<file path="config.mk">
export PLATFORM = sky130hd
export DESIGN_NAME = id_ex_stage
export DESIGN_NICKNAME = d
export VERILOG_FILES = /design/src/rtl/id_ex_stage.sv
export SDC_FILE = /design/constraint.sdc
export NUM_CORES = 1
export LEC_CHECK = 0
export ABC_CLOCK_PERIOD_IN_PS = 1500
export CELL_PAD_IN_SITES_DETAIL_PLACEMENT = 0
export CELL_PAD_IN_SITES_GLOBAL_PLACEMENT = 1
export CORE_MARGIN = 2
export CORE_UTILIZATION = 25
export DETAILED_ROUTE_END_ITERATION = 10
export GPL_TIMING_DRIVEN = 1
export PLACE_DENSITY = 0.75
export SLEW_MARGIN = 40
export SYNTH_ARGS = -nofsm -noshare
export SYNTH_HDL_FRONTEND = slang
export SYNTH_SLANG_ARGS = --single-unit
</file>
<file path="constraint.sdc">
create_clock -name clk -period 1.5 [get_ports clk]
set_clock_uncertainty 0.2 [all_clocks]
set_input_delay 0.3 -clock clk [delete_from_list [all_inputs] [get_ports clk]]
set_output_delay 0.3 -clock clk [all_outputs]
set_load 0.03 [all_outputs]
</file>
<file path="src/rtl/id_ex_stage.sv">
// ID/EX pipeline register with load-use hazard detection, one-cycle bubble insertion and flush squash.
// Define HAZARD_DETECT_EN to build load-use detection, the id_stall hazard term and bubble_count.
module id_ex_stage #(
  parameter int XLEN = 32,
  parameter int RA_W = 5
) (
  input  logic            clk,
  input  logic            reset,
  input  logic            id_valid,
  input  logic [XLEN-1:0] id_pc,
  input  logic [XLEN-1:0] id_rs1_data,
  input  logic [XLEN-1:0] id_rs2_data,
  input  logic [XLEN-1:0] id_imm,
  input  logic [RA_W-1:0] id_rs1,
  input  logic [RA_W-1:0] id_rs2,
  input  logic [RA_W-1:0] id_rd,
  input  logic [2:0]      id_funct3,
  input  logic            id_funct7_b5,
  input  logic            branch,
  input  logic            memread,
  input  logic            mem2reg,
  input  logic            memwrite,
  input  logic            alusrc,
  input  logic            regwrite,
  input  logic [1:0]      aluop,
  input  logic            flush,
  input  logic            ex_hold,
  output logic            ex_valid,
  output logic            ex_branch,
  output logic            ex_memread,
  output logic            ex_mem2reg,
  output logic            ex_memwrite,
  output logic            ex_alusrc,
  output logic            ex_regwrite,
  output logic [1:0]      ex_aluop,
  output logic [XLEN-1:0] ex_pc,
  output logic [XLEN-1:0] ex_rs1_data,
  output logic [XLEN-1:0] ex_rs2_data,
  output logic [XLEN-1:0] ex_imm,
  output logic [RA_W-1:0] ex_rs1,
  output logic [RA_W-1:0] ex_rs2,
  output logic [RA_W-1:0] ex_rd,
  output logic [2:0]      ex_funct3,
  output logic            ex_funct7_b5,
  output logic            id_stall,
  output logic [15:0]     bubble_count
);

  typedef struct packed {
    logic       valid;
    logic       branch;
    logic       memread;
    logic       mem2reg;
    logic       memwrite;
    logic       alusrc;
    logic       regwrite;
    logic [1:0] aluop;
  } ctrl_t;

  ctrl_t id_ctrl;
  ctrl_t ex_ctrl;
  logic  load_use;

  always_comb begin
    // NOTE: default assigned first so every path drives id_ctrl and no latch is inferred.
    id_ctrl = '0;
    if (id_valid) begin
      id_ctrl = '{valid: 1'b1, branch: branch, memread: memread, mem2reg: mem2reg,
                  memwrite: memwrite, alusrc: alusrc, regwrite: regwrite, aluop: aluop};
    end
  end

`ifdef HAZARD_DETECT_EN
  logic [15:0] count_q;

  assign load_use = ex_ctrl.valid & ex_ctrl.memread & (ex_rd != '0) & id_valid &
                    ((ex_rd == id_rs1) | (ex_rd == id_rs2));

  // A flush or a hold suppresses the load-use bubble, so neither counts.
  always_ff @(posedge clk) begin
    if (reset) begin
      count_q <= '0;
    end else if (!flush && !ex_hold && load_use && count_q != 16'hFFFF) begin
      count_q <= count_q + 16'd1;
    end
  end

  assign bubble_count = count_q;
`else
  assign load_use     = 1'b0;
  assign bubble_count = '0;
`endif

  assign id_stall = ex_hold | (load_use & ~flush);

  always_ff @(posedge clk) begin
    // NOTE: non-blocking assignments so every register samples pre-edge values.
    if (reset) begin
      ex_ctrl      <= '0;
      ex_pc        <= '0;
      ex_rs1_data  <= '0;
      ex_rs2_data  <= '0;
      ex_imm       <= '0;
      ex_rs1       <= '0;
      ex_rs2       <= '0;
      ex_rd        <= '0;
      ex_funct3    <= '0;
      ex_funct7_b5 <= 1'b0;
    end else if (flush || !ex_hold) begin
      // Flush beats hold; bubbles still load data, only control is cleared.
      ex_ctrl      <= (flush || load_use) ? ctrl_t'('0) : id_ctrl;
      ex_pc        <= id_pc;
      ex_rs1_data  <= id_rs1_data;
      ex_rs2_data  <= id_rs2_data;
      ex_imm       <= id_imm;
      ex_rs1       <= id_rs1;
      ex_rs2       <= id_rs2;
      ex_rd        <= id_rd;
      ex_funct3    <= id_funct3;
      ex_funct7_b5 <= id_funct7_b5;
    end
  end

  assign ex_valid    = ex_ctrl.valid;
  assign ex_branch   = ex_ctrl.branch;
  assign ex_memread  = ex_ctrl.memread;
  assign ex_mem2reg  = ex_ctrl.mem2reg;
  assign ex_memwrite = ex_ctrl.memwrite;
  assign ex_alusrc   = ex_ctrl.alusrc;
  assign ex_regwrite = ex_ctrl.regwrite;
  assign ex_aluop    = ex_ctrl.aluop;

endmodule

</file>
After elaboration in Yosys (flattened, before gate mapping). Index checks and enable logic that the tools add are counted.

Input bits: 160. Flip-flop bits (word level): 156. Output and inout port bits: 173. Word-level logic and storage cells: 21.

Reduce and logical (&&, ||, !) cells: 2. Mux-type cells: 2.

Operator list (number): 2-to-1 mux 9 bit (2); zero test 1 bit (1); logical OR 1 bit (1).

Longest topological paths before layout. Gate-level depths: netlist of the first run.

Depth after elaboration: 2. Depth in mapped cells: 5. Gate-level depth less buffers: 3.

Worst setup path before layout of the first run. Ideal clock, no wire load.

Path type: input -> register. Start: input flush. End: register ex_imm[0]. Library setup time: 70 ps. Slack: 240 ps. Stages: 5. Arrival time: 989 ps. Path buffers: 2. Cell sequence: and2b_1 buf_4 buf_6 nand2_1 a21oi_1.

Word-level cells in the longest chain between the ends: 1.

RTL lines: from (decl) (RTL line 26) `input logic flush,`; logical OR 1 bit (RTL line 109) `end else if (flush || !ex_hold) begin`; to (signal assigned) (RTL line 115) `ex_imm <= id_imm;`; to (decl) (RTL line 39) `output logic [XLEN-1:0] ex_imm,`.

Every way passes these cells. A chain may end at the register's enable or synchronous reset.

Worst setup path after layout of the first run.
Start: register ex_imm[20]. End: output ex_imm[20].

No word-level cell between the ends.

==> flow_metrics.py, run 1 <==
metrics = {
    "outcome": {
        "status": "completed",
    },
    "grt": {
        "gr-total-overflow": 0,
        "grt_pass1_wl_um": 28500,
        "grt_max_degree": 69,
        "grt_pass1_vias": 5250,
        "antenna_found_initial": 1,
        "grt_use_total_pct": 15.1,
    },
    "synth": {
        "synth.distinct_cells": 15,
        "synth_xor_area_share_pct": 0,
        "synth-simple-area-share_pct": 21.8,
        "synth_top_area_share_pct": 56.3,
        "synth_seq_cells": 156,
        "synthMuxAreaShare_pct": 0,
        "yosys-top-cells-area": "dfxtp_1 (56%), nand2_1 (20%), a21oi_1 (14%)",
        "yosysSeqAreaShare_pct": 56.3,
        "synth_fa_ha_area_share_pct": 0,
        "synth_top_family_by_area": "simple AND/OR/NAND/NOR gates",
        "synth_cells": 693,
        "synth.largest_area_cell": "dfxtp_1",
        "synth-compound-area-share_pct": 14.2,
        "mappedNetlistArea_mm2": 0.00555,
        "syn_area_per_cell_um2": 8.01,
        "yosysWarnings": 0,
    },
    "critical_path": {
        "path_cells": "buf_2",
        "rrSetupSlack_ns": 0.64,
        "rr_endpoint": "ex_imm[22]",
        "worst_setup_path_start_kind": "flop",
        "cp_slowest_cell": "dfxtp_1",
        "cp-end-kind": "primary output",
        "cp_top_family": "flip-flops",
        "r2r-start": "ex_imm[22]",
        "slowest_delay_ns": 0.33,
        "rr_worst_depth": 2,
        "crit_end": "ex_imm[20]",
        "crit_fanout": 2,
        "cp_num_buf_inv": 1,
        "startpoint": "ex_imm[20]",
        "path_class": "reg -> out",
        "worst-path-stages": 1,
        "required_ns": 1.00,
        "crit_arrival_ns": 0.95,
    },
    "placement": {
        "gp_congestion": 0.755,
        "dp_cells": 1267,
        "pre_cts_ws_ns": -0.368,
        "dpl.hpwl_um": 13300,
        "io_buffers": 316,
    },
    "clocking": {
        "cts_made_buffers": 17,
        "cts_tree": "done",
        "cts_root_buf": "clkbuf_16",
        "postCtsHoldBufs": 0,
        "cts.clk_slew.worst_paths_ns": 0.07,
        "cts_buffer_depth": 2,
        "clk_latency_ns": 0.41,
        "htree_levels": 4,
        "cts_sinks": 156,
    },
    "die": {
        "die_x_um": 153,
        "die_h_um": 153,
        "die_area_mm2": 0.0234,
        "ios": 333,
        "core.rowCount": 54,
        "core_area_mm2": 0.0218,
        "initial_core_util_pct": 25.4,
    },
    "cells_and_area": {
        "final_core_util_pct": 43.8,
        "mostFrequentLayoutCells": "nand2_1 (300), clkdlybuf4s50_1 (157), dfxtp_1 (155)",
        "regArea_mm2": 0.00312,
        "fillers": 2226,
        "num_antenna_cells": 0,
        "nNetsFinal": 1166,
        "multi_input_area_mm2": 0.00206,
        "drive_gt1_share_pct": 21.9,
        "area_growth_syn_to_layout_pct": 72.2,
        "fin_cells": 1299,
        "mostFrequentLayoutCell": "nand2_1",
    },
    "timing": {
        "rsz0062_at_grt": "no",
        "setup_viol": 0,
        "whs_ns": 0.144,
        "timing.final.hold_violations": 0,
        "timing.final.ws_setup_ns": 0.0545,
        "tns_ns": 0,
        "fin_crit_ns": 1.45,
        "max_freq_ghz": 0.692,
        "slew_viol_final": 0,
        "period_share_pct": 96.4,
    },
    "drt": {
        "postRouteAntennaNets": 0,
        "dr.pass1.iters": 4,
        "wl_um": 18200,
        "drt-wirelength-per-cell_um": 14.0,
        "drc": 0,
        "num_vias": 5522,
        "avgViaCountPerCell": 4.25,
        "drt_iter0_drc": 179,
    },
    "hold_path": {
        "holdPathStages": 3,
        "min_path_type": "in -> reg",
    },
    "power": {
        "powerDensity_mw_per_mm2": 1140,
        "p_leak_nw": 4.15,
        "ir_worst_vdd_uv": 657,
    },
    "job": {
        "cap_violations": 0,
    },
}
[where the power goes]
group          total (mW)  internal [mW]  switching [mW]
clock network        4.24           2.37            1.87
logic                2.09          0.994            1.09
registers            4.54           4.39           0.148
total                10.9           7.76            3.11
[cell families (layout without fill, tap and decap cells)]
logic type,Yosys count,count (layout)
AND/OR/NAND/NOR,313,313
AO/OA/AOI/OAI,156,156
flip-flops,156,156
buffers and inverters,67,378
other,1,16
[routing by layer]
metal  global-route usage (%)  share of wire, %
met5                        0             0.038
met4                     4.85               1.7
met3                     5.59               8.4
met2                     24.3                46
met1                     18.7                44
[cell usage after synthesis]
master	number
nand2_1	300
dfxtp_1	156
a21oi_1	154
buf_4	22
clkbuf_1	19
buf_2	16
buf_6	10
nand3b_1	6
nor2_1	3
a22oi_1	2
and2b_1	1
conb_1	1
nand2b_1	1
nor2b_1	1
or2_2	1
[layout make-up]
cell class | count | share of cell area (%)
clock inverters | 13 | 1.37
flip-flops and latches | 156 | 32.7
well taps | 280 | 3.67
repair buffers | 346 | 36.0
multi-input cells | 485 | 21.6
clock buffers | 19 | 4.63
[through the flow]
| stage | power [mW] | instance area, µm² |
|---|---|---|
| global route | 11.4 | 9560 |
| CTS | 11.0 | 9540 |
| global placement | 6.76 | 9080 |
| floorplan | 5.63 | 5610 |
| finish | 10.9 | 9560 |
| detailed placement | 6.77 | 9080 |
[how the worst min path moves through the flow]
| stage | start | to | slack, ns |
|---|---|---|---|
| after floorplan | id_funct3[0] | ex_funct3[0] | 0.24 |
| after global placement | ex_rs2[3] | ex_rs2[3] | 0.24 |
| after detailed placement | ex_rs2[3] | ex_rs2[3] | 0.24 |
| after CTS | reset | ex_memwrite | 0.14 |
| after global routing | reset | ex_aluop[1] | 0.14 |
| final | reset | ex_memwrite | 0.14 |
[state kept, by name, summed over array words and instances, names as in the netlist, 2 cells and up]
register / count
ex_imm: 32
ex_pc: 32
ex_rs1_data: 32
ex_rs2_data: 32
ex_rd: 5
ex_rs1: 5
ex_rs2: 5
ex_funct3: 3
ex_aluop: 2
[timing repair]
item,CTS,global route
gates resized for setup,118,11
setup buffers,0,0
endpoints found under the setup margin,25,7
Power figures use the tool's default switching activity.
==> run 2: changes to the inputs <==
--- a/config.mk
+++ b/config.mk
@@ -12,7 +12,8 @@
 export CORE_UTILIZATION = 25
 export DETAILED_ROUTE_END_ITERATION = 10
 export GPL_TIMING_DRIVEN = 1
-export PLACE_DENSITY = 0.75
+export MAX_ROUTING_LAYER = met4
+export PLACE_DENSITY = 0.81
 export SLEW_MARGIN = 40
 export SYNTH_ARGS = -nofsm -noshare
 export SYNTH_HDL_FRONTEND = slang
==> flow_metrics.py, run 2 (synthesized netlist as in run 1, its figures left out) <==
metrics = {
    "die": {
        "die_x_um": 153,
        "initial_core_util_pct": 25.4,
        "die_area_mm2": 0.0234,
        "die_h_um": 153,
        "ios": 333,
        "core_area_mm2": 0.0218,
        "core.rowCount": 54,
    },
    "placement": {
        "postPlaceCellArea_mm2": 0.00905,
        "dp_cells": 1269,
        "gp_congestion": 0.762,
        "io_buffers": 316,
        "dpl.hpwl_um": 13200,
        "pre_cts_ws_ns": -0.405,
    },
    "drt": {
        "num_vias": 5558,
        "dr.pass1.iters": 4,
        "wl_um": 18200,
        "drt-wirelength-per-cell_um": 13.9,
        "drc": 0,
        "postRouteAntennaNets": 0,
        "avgViaCountPerCell": 4.27,
        "drt_iter0_drc": 218,
    },
    "power": {
        "totalPowerFinal_mw": 10.9,
        "ir_worst_vdd_uv": 612,
        "p_leak_nw": 4.17,
        "powerDensity_mw_per_mm2": 1130,
    },
    "critical_path": {
        "crit_arrival_ns": 0.95,
        "rr_endpoint": "ex_imm[19]",
        "rrSetupSlack_ns": 0.64,
        "r2r-start": "ex_imm[19]",
        "path_class": "reg -> out",
        "slowest_delay_ns": 0.36,
        "worst_setup_path_start_kind": "flop",
        "path_cells": "buf_4",
        "cp_num_buf_inv": 1,
        "rr_worst_depth": 2,
        "required_ns": 1.00,
        "crit_fanout": 2,
        "cp-end-kind": "primary output",
        "cp_slowest_cell": "dfxtp_1",
        "cp_top_family": "flip-flops",
    },
    "clocking": {
        "cts_buffer_depth": 2,
        "cts_made_buffers": 17,
        "cts_root_buf": "clkbuf_16",
        "cts_tree": "done",
        "clk_latency_ns": 0.42,
        "cts.clk_slew.worst_paths_ns": 0.07,
        "htree_levels": 4,
        "cts_sinks": 156,
    },
    "cells_and_area": {
        "regArea_mm2": 0.00313,
        "design_area_mm2": 0.00959,
        "mostFrequentLayoutCells": "nand2_1 (300), clkdlybuf4s50_1 (157), dfxtp_1 (154)",
        "mostFrequentLayoutCell": "nand2_1",
        "fin_cells": 1303,
        "drive_gt1_share_pct": 22.6,
        "final_core_util_pct": 43.9,
        "area_growth_syn_to_layout_pct": 72.7,
        "fillers": 2197,
        "num_antenna_cells": 0,
        "multi_input_area_mm2": 0.00208,
        "nNetsFinal": 1170,
    },
    "hold_path": {
        "holdPathEnd": "ex_imm[31]",
        "holdPathStages": 3,
        "min_path_type": "in -> reg",
        "hp-start": "id_imm[31]",
    },
    "timing": {
        "timing.final.ws_setup_ns": 0.0474,
        "period_share_pct": 96.8,
        "max_freq_ghz": 0.688,
        "whs_ns": 0.220,
        "slew_viol_final": 0,
        "rsz0062_at_grt": "yes",
        "timing.final.hold_violations": 0,
        "tns_ns": 0,
        "fin_crit_ns": 1.45,
        "setup_viol": 0,
    },
    "grt": {
        "antenna_found_initial": 0,
        "grt_use_total_pct": 15.4,
        "grt_pass1_vias": 5367,
        "grt_max_degree": 57,
        "gr-total-overflow": 0,
        "grt_pass1_wl_um": 28100,
    },
    "job": {
        "cap_violations": 0,
    },
    "outcome": {
        "status": "completed",
    },
}
-- run 2: changes by cell type in the layout (fill, tap and decap cells not counted), sizes merged --
cell,change
clkinvlp,-2
clkbuf,+3
dlygate4sd3,+1
inv,+1
clkinv,+1
-- run 2: layout make-up --
type,instances,area share [%]
Timing Repair Buffer,350,36.1
Sequential cell,156,32.6
Multi-Input combinational cell,485,21.7
Clock buffer,19,4.62
Tap cell,280,3.65
Clock inverter,13,1.37
-- run 2: routing by layer --
metal,vias to the layer above,track usage [%],wire length (µm),share of wire [%]
met1,2495,19.1,8270,46
met3,13,3.94,1190,6.6
met2,227,24.8,8470,47
li1,2823,-,-,-
met4,0,4.59,217,1.2
met5,-,-,0,0
-- run 2: power by group --
part           switching [mW]  internal [mW]  total, mW
Clock                    1.85           2.37       4.23
Sequential              0.149           4.39       4.54
Combinational            1.10          0.992       2.09
-- run 2: worst max path at each step --
stage               startpoint         endpoint  slack (ns)  cells past startpoint
global route             flush  ex_rs1_data[24]       -0.02                      5
CTS                  ex_imm[4]        ex_imm[4]       0.009                      1
detailed placement     ex_hold  ex_rs1_data[24]       -0.40                      7
finish               ex_pc[12]        ex_pc[12]        0.05                      1
floorplan                flush        ex_imm[0]        0.24                      5
global placement       ex_hold     ex_funct3[2]       -0.38                      6
-- run 2: timing repair --
item,CTS,global route
resized for setup,109,17
setup buffers,1,0
hold buffers,1,0
cloned,0,0
endpoints found under the hold margin,8,0
endpoints found under the setup margin,24,14
==> run 3: changes to the inputs <==
--- a/config.mk
+++ b/config.mk
@@ -10,6 +10,7 @@
 export CELL_PAD_IN_SITES_GLOBAL_PLACEMENT = 1
 export CORE_MARGIN = 2
 export CORE_UTILIZATION = 25
+export CTS_CLUSTER_SIZE = 30
 export DETAILED_ROUTE_END_ITERATION = 10
 export GPL_TIMING_DRIVEN = 1
 export MAX_ROUTING_LAYER = met4
==> results of run 3 <==
Final layout, timing and power as in run 2 (identical DEF).
